File: config.mk
export PLATFORM = sky130hd
export DESIGN_NAME = framed_shiftregister
export DESIGN_NICKNAME = d
export VERILOG_FILES = /design/src/rtl/framed_shiftregister.sv
export SDC_FILE = /design/constraint.sdc
export NUM_CORES = 1
export LEC_CHECK = 0
export CORE_MARGIN = 1
export CORE_UTILIZATION = 42
export DETAILED_ROUTE_END_ITERATION = 8
export PLACE_DENSITY = 0.8
export SETUP_SLACK_MARGIN = 0.5
export SLEW_MARGIN = 15
export SYNTH_ARGS = -nofsm -noshare
export SYNTH_HDL_FRONTEND = slang
export SYNTH_SLANG_ARGS = --single-unit
File: constraint.sdc
create_clock -name clk -period 1.8 [get_ports clk]
set_input_delay 0.45 -clock clk [delete_from_list [all_inputs] [get_ports clk]]
set_output_delay 0.45 -clock clk [all_outputs]
set_load 0.02 [all_outputs]
File: src/rtl/framed_shiftregister.sv
// rtl/framed_shiftregister.sv - serial/parallel shift register with frame capture and overrun flag
// Optional LSB-first shifting is enabled by defining FRAMED_SR_LSB_FIRST_EN.
module framed_shiftregister #(
  parameter int WIDTH = 8
) (
  input  logic                     clk,
  input  logic                     reset,
  input  logic                     peripheralClkEdge,
  input  logic                     parallelLoad,
  input  logic [WIDTH-1:0]         parallelDataIn,
  input  logic                     serialDataIn,
  input  logic                     lsbFirst,
  input  logic                     frameAck,
  output logic [WIDTH-1:0]         parallelDataOut,
  output logic                     serialDataOut,
  output logic [$clog2(WIDTH)-1:0] bitCount,
  output logic                     frameDone,
  output logic [WIDTH-1:0]         frameData,
  output logic                     frameValid,
  output logic                     overrun
);

  localparam int CW = $clog2(WIDTH);
  localparam logic [CW-1:0] LAST_BIT = CW'(WIDTH - 1);

  logic [WIDTH-1:0] shift_q, shift_d;
  logic [CW-1:0]    count_q, count_d;
  logic             done_q, done_d;
  logic [WIDTH-1:0] frame_q, frame_d;
  logic             valid_q, valid_d;
  logic             overrun_q, overrun_d;
  logic             lsb_mode;
  logic             complete;

`ifdef FRAMED_SR_LSB_FIRST_EN
  assign lsb_mode = lsbFirst;
`else
  logic unused_lsb_first;
  assign unused_lsb_first = lsbFirst;
  assign lsb_mode = 1'b0;
`endif

  always_comb begin
    shift_d   = shift_q;
    count_d   = count_q;
    frame_d   = frame_q;
    valid_d   = valid_q;
    overrun_d = overrun_q;
    complete  = 1'b0;

    if (parallelLoad) begin
      shift_d = parallelDataIn;
      count_d = '0;
    end else if (peripheralClkEdge) begin
      shift_d  = lsb_mode ? {serialDataIn, shift_q[WIDTH-1:1]}
                          : {shift_q[WIDTH-2:0], serialDataIn};
      complete = (count_q == LAST_BIT);
      count_d  = complete ? '0 : count_q + 1'b1;
    end

    // An ack in the completion cycle frees the holding register for the new frame.
    if (complete) begin
      if (!valid_q || frameAck) begin
        frame_d = shift_d;
        valid_d = 1'b1;
      end else begin
        overrun_d = 1'b1;
      end
    end else if (frameAck) begin
      valid_d = 1'b0;
    end

    done_d = complete;
  end

  always_ff @(posedge clk) begin
    if (reset) begin
      shift_q   <= '0;
      count_q   <= '0;
      done_q    <= 1'b0;
      frame_q   <= '0;
      valid_q   <= 1'b0;
      overrun_q <= 1'b0;
    end else begin
      shift_q   <= shift_d;
      count_q   <= count_d;
      done_q    <= done_d;
      frame_q   <= frame_d;
      valid_q   <= valid_d;
      overrun_q <= overrun_d;
    end
  end

  assign parallelDataOut = shift_q;
  assign serialDataOut   = lsb_mode ? shift_q[0] : shift_q[WIDTH-1];
  assign bitCount        = count_q;
  assign frameDone       = done_q;
  assign frameData       = frame_q;
  assign frameValid      = valid_q;
  assign overrun         = overrun_q;

endmodule

==> results of run 1 <==
==> state kept, by name (all words and copies together), names as in the netlist <==
register	flops
overrun	1
bitCount	3
parallelDataOut	8
frameValid	1
frameData	8
frameDone	1
==> logic make-up after synthesis <==
kind of cell               Yosys count  synth area share
buffers and inverters                7            0.0460
muxes                               11             0.132
DFF                                 22             0.522
and+or+nand+nor                     17            0.0846
AOI/OAI and AO/OA                   19             0.185
adders and majority gates            2            0.0297
==> tightest hold or removal path, delay by kind of cell (launching register included) <==
| kind | cells | cell delay (ns) |
|---|---|---|
| flip-flops | 1 | 0.32 |
| AO/OA/AOI/OAI | 1 | 0.07 |
| buffers and inverters | 1 | 0.04 |
==> power by group through the flow <==
stage	clock, mW	combinational (mW)	sequential (mW)
after floorplan	0	0.0534	0.540
after global placement	0	0.148	0.524
after detailed placement	0	0.149	0.524
after CTS	0.275	0.145	0.514
after global routing	0.292	0.157	0.517
final	0.264	0.147	0.515
==> synthesized netlist by cell type (all sizes together) <==
cell / number / share of area
o21ai: 1 / 0.0059
a32o: 1 / 0.012
clkbuf: 1 / 0.0044
mux2: 1 / 0.013
nand2b: 1 / 0.0074
inv: 3 / 0.013
dfxtp: 22 / 0.52
o2bb2ai: 7 / 0.073
buf: 3 / 0.028
o22ai: 1 / 0.0074
nor2: 9 / 0.040
nand2: 3 / 0.013
ha: 2 / 0.030
a21oi: 1 / 0.0059
a211oi: 7 / 0.062
nand3: 1 / 0.0059
a41oi: 1 / 0.019
mux2i: 10 / 0.12
nor3: 3 / 0.018
==> repair_timing <==
action                     CTS  global route
hold buffers                 0             0
setup endpoints to repair   39            27
setup buffers                1             1
gates resized for setup    115            25
pin swaps                    2             1
==> final timing paths <==
path / end / slack [ns] / cells past startpoint / startpoint
setup / recovery: frameData[2] / 0.52 / 5 / frameAck
hold / removal: overrun / 0.47 / 2 / overrun
setup reg to reg: frameData[2] / 0.54 / 5 / bitCount[0]
hold reg to reg: overrun / 0.47 / 2 / overrun
==> through the flow <==
step | setup slack (ns) | instance area [um2] | util | total power [mW]
CTS | 0.416 | 1270 | 0.703 | 0.934
detailed placement | 0.0207 | 1260 | 0.701 | 0.674
global route | 0.485 | 1320 | 0.734 | 0.966
finish | 0.523 | 1320 | 0.734 | 0.926
global placement | 0.0366 | 1260 | 0.701 | 0.672
floorplan | 0.506 | 846 | - | 0.593
==> per-layer routing <==
metal,up-vias,global-route usage
li1,376,-
met1,346,0.254
met2,23,0.331
met3,2,0.0462
met4,0,0.0686
met5,-,0
==> final cells by class <==
class	count	area, um2	share of cell area
tap	25	31.3	0.0237
clock buffer	4	36.3	0.0274
multi-input combinational	49	417	0.315
sequential	22	460	0.348
timing repair buffer	45	367	0.277
inverter	3	11.3	0.00851
==> flow_metrics.tcl, run 1 <==
set metrics [dict create \
    p_leak_nw 0.578 \
    drc 0 \
    crit_family "buffers and inverters" \
    cpPeakStageDelay_ns 0.40 \
    initial_utilization 0.468 \
    crit_type "primary input to flip-flop" \
    vdd_ir_drop_max_uv 488 \
    vias 747 \
    drive_above_1_share 0.488 \
    root_buffer "clkbuf_4" \
    power_frac_seq 0.556 \
    wl_met1_um 924 \
    p_sw_frac 0.242 \
    hp-class "flip-flop to flip-flop" \
    insertion_delay_ns 0.30 \
    fmax_ghz 0.783 \
    outcome "completed" \
    viasPerCell 5.05 \
    io_buffers 36 \
    postSynthAreaPerCell_um2 10.8 \
    antennaDiodeCount 0 \
    power_frac_comb 0.158 \
    syn_area_um2 843 \
    area_growth_pct 56.8 \
    setup_viol 0 \
    wl_per_cell_um 13.5 \
    fin_worst_skew_ns 0.00729 \
    power_switching_mw 0.224 \
    arrival_ns 1.52 \
    first_iter_violations 9 \
    top_layer "met4" \
    drt_first_pass_iters 4 \
    power_density_nw_per_um2 700 \
    yosysSeqAreaShare 0.522 \
    pwr-share-clk 0.285 \
    die_h_um 46.8 \
    cp.required_ns 2.04 \
    final_common_cell "buf_4" \
    max_cap_violations 0 \
    slew-limit-headroom 0.843 \
    synth_cell_type_count 22 \
    placed_cells 142 \
    fp.coreArea_um2 1800 \
    grt_usage 0.199 \
    clock_sinks 22 \
    synthCells 78 \
    antenna_left 0 \
    grt_antenna_before_repair 0 \
    endpoint_kind "flip-flop" \
    fin_tns_setup_ns 0 \
    synth-seq-cells 22 \
    wirelength_um 2000 \
    fin_nets 141 \
    slew_violations 0 \
    final_cell_mix "22 x buf_4, 13 x dfxtp_2, 10 x mux2i_1, 10 x clkdlybuf4s50_1, 9 x nor2_1" \
    tightest_slew_ns 0.228 \
    hpwl_um 1440 \
    cp_slowest_cell "clkdlybuf4s50_1" \
    p_int_mw 0.701 \
    grt_pass1_wl_um 3010 \
    grt_setup_unrepaired "true" \
    htreeDepth 1 \
    cts_tree "yes" \
    finalHoldViolCount 0 \
    grt_pass1_vias 665 \
    crit_chain "clkdlybuf4s50_1 > nand2b_4 > a41oi_4 > buf_6 > o2bb2ai_1" \
    clk_pin_slew_ns 0.12 \
    hold_slack_ns 0.472 \
    wl_met2_um 957 \
    stdcell_count 148 \
    clk_path_buf_depth 2 \
    die-area_um2 2190 \
    met3WireLength_um 103 \
    gp_congestion 0.798 \
    die_x_um 46.8 \
    path_buf_inv 2 \
    grt_max_degree 16 \
    synth_fp_nets 95 \
    synth_warnings 0 \
    cp-start-kind "primary input" \
    n_fill_cell 158 \
    finalCriticalPeriod_ns 1.28 \
    rows 15 \
    pin_count 38 \
    cts_buffers 3 \
    finalCritPeriodShare 0.710 \
    critPathMaxFanout 4 \
    gr-total-overflow 0 \
]
Note: power is estimated with default switching activity, not from simulation.
==> run 2: changes to the inputs <==
--- a/config.mk
+++ b/config.mk
@@ -6,9 +6,9 @@
 export NUM_CORES = 1
 export LEC_CHECK = 0
 export CORE_MARGIN = 1
-export CORE_UTILIZATION = 42
+export CORE_UTILIZATION = 36
 export DETAILED_ROUTE_END_ITERATION = 8
-export PLACE_DENSITY = 0.8
+export PLACE_DENSITY = 0.73
 export SETUP_SLACK_MARGIN = 0.5
 export SLEW_MARGIN = 15
 export SYNTH_ARGS = -nofsm -noshare
==> constraint.sdc (replaced) <==
create_clock -name clk -period 1.1 [get_ports clk]
set_input_delay 0.275 -clock clk [delete_from_list [all_inputs] [get_ports clk]]
set_output_delay 0.275 -clock clk [all_outputs]
set_load 0.02 [all_outputs]
==> flow_metrics.tcl, run 2 (same netlist as run 1, synthesis figures left out) <==
set metrics [dict create \
    gp_congestion 0.801 \
    io_buffers 36 \
    endpoint_kind "flip-flop" \
    placed_cells 156 \
    stdcell_count 164 \
    arrival_ns 1.43 \
    hp-class "flip-flop to flip-flop" \
    outcome "finished, violations left" \
    die-area_um2 2540 \
    vdd_ir_drop_max_uv 705 \
    wirelength_um 2350 \
    area_growth_pct 93.6 \
    first_iter_violations 10 \
    cp-start-kind "primary input" \
    fp.coreArea_um2 2210 \
    fin_nets 154 \
    tightest_slew_ns 0.320 \
    vias 815 \
    clock_sinks 22 \
    grt_pass1_wl_um 3940 \
    total_power_mw 1.49 \
    finalHoldViolCount 0 \
    grt_usage 0.212 \
    antennaDiodeCount 0 \
    violations "setup timing" \
    initial_utilization 0.381 \
    cts-hold-fix-buffers 0 \
    power_density_nw_per_um2 913 \
    insertion_delay_ns 0.31 \
    die_h_um 50.4 \
    finalCritPeriodShare 1.10 \
    fin_ws_ns -0.112 \
    final_common_cell "buf_6" \
    max_cap_violations 0 \
    drt_first_pass_iters 4 \
    grt_max_degree 16 \
    fmax_ghz 0.825 \
    cts_buffers 3 \
    clk_pin_slew_ns 0.11 \
    viasPerCell 4.97 \
    hpwl_um 1720 \
    p_leak_nw 0.666 \
    final_cell_mix "27 x buf_6, 22 x dfxtp_4, 18 x buf_4" \
    grt_antenna_before_repair 0 \
    clk_path_buf_depth 2 \
    pin_count 38 \
    critPathMaxFanout 4 \
    drive_above_1_share 0.647 \
    setup_viol 11 \
    root_buffer "clkbuf_4" \
    drc 0 \
    die_x_um 50.4 \
    crit_type "primary input to flip-flop" \
    finalCriticalPeriod_ns 1.21 \
    htreeDepth 1 \
    n_fill_cell 164 \
    fin_tns_setup_ns -0.699 \
    grt_pass1_vias 901 \
    slew-limit-headroom 0.786 \
    rows 17 \
    dpl_worst_slack_ns -0.440 \
    fin_worst_skew_ns 0.0108 \
    grt_setup_unrepaired "true" \
    antenna_left 0 \
    cts_tree "yes" \
    wl_per_cell_um 14.3 \
    cp.required_ns 1.32 \
    slew_violations 0 \
    gr-total-overflow 0 \
]
run 2: cell count changes in the layout (fill, tap and decap cells not counted), moves of 4 or more:
cell     previous run  this run
dfxtp_4             1        22
buf_4              22        18
mux2i_1            10         6
buf_2               6         0
mux2i_2             0         4
buf_6               4        27
dfxtp_2            13         0
dfxtp_1             8         0
run 2: area by class of cell:
type,count,area [um2],share of cell area
timing repair buffer,58,567,0.347
tap,28,35.0,0.0215
multi-input combinational,49,465,0.285
clock buffer,3,22.5,0.0138
clock inverter,1,3.75,0.00230
sequential,22,523,0.320
inverter,3,16.3,0.00996
run 2: path summary, 6_finish.rpt:
kind                start           end  slack, ns  cells after the start
min reg2reg  frameData[1]  frameData[1]       0.49                      1
max                 reset       overrun      -0.11                      6
max reg2reg   bitCount[0]  frameData[7]      -0.09                      4
min          frameData[1]  frameData[1]       0.49                      1
run 2: critical path, cell delays in order:
cell	delay [ns]
clkdlybuf4s50_1	0.52
nor2_2	0.18
nand3_4	0.10
buf_6	0.12
buf_6	0.10
o22ai_1	0.12
run 2: repair_timing:
item,CTS,global route
endpoints found under the hold margin,0,0
gates resized for setup,148,8
pin swaps,1,3
endpoints found under the setup margin,45,45
buffers inserted,2,2
run 2: power breakdown:
group / total (mW) / switching, mW / internal, mW
Clock: 0.369 / 0.237 / 0.132
Combinational: 0.319 / 0.141 / 0.177
Sequential: 0.802 / 0.0194 / 0.783
run 2: layer usage:
layer | share of wire | GRT usage | wire (um)
met1 | 0.43 | 0.252 | 1010
met2 | 0.50 | 0.342 | 1190
met3 | 0.046 | 0.0424 | 108
met4 | 0.016 | 0.139 | 38
met5 | 0 | 0 | 0
run 2: per-stage QoR:
stage	instance area, um2	hold slack (ns)	util
2_1_floorplan	1010	0.338	-
3_3_place_gp	1490	0.449	0.674
3_5_place_dp	1490	0.461	0.674
4_1_cts	1590	0.487	0.719
5_1_grt	1630	0.503	0.738
6_report	1630	0.491	0.738
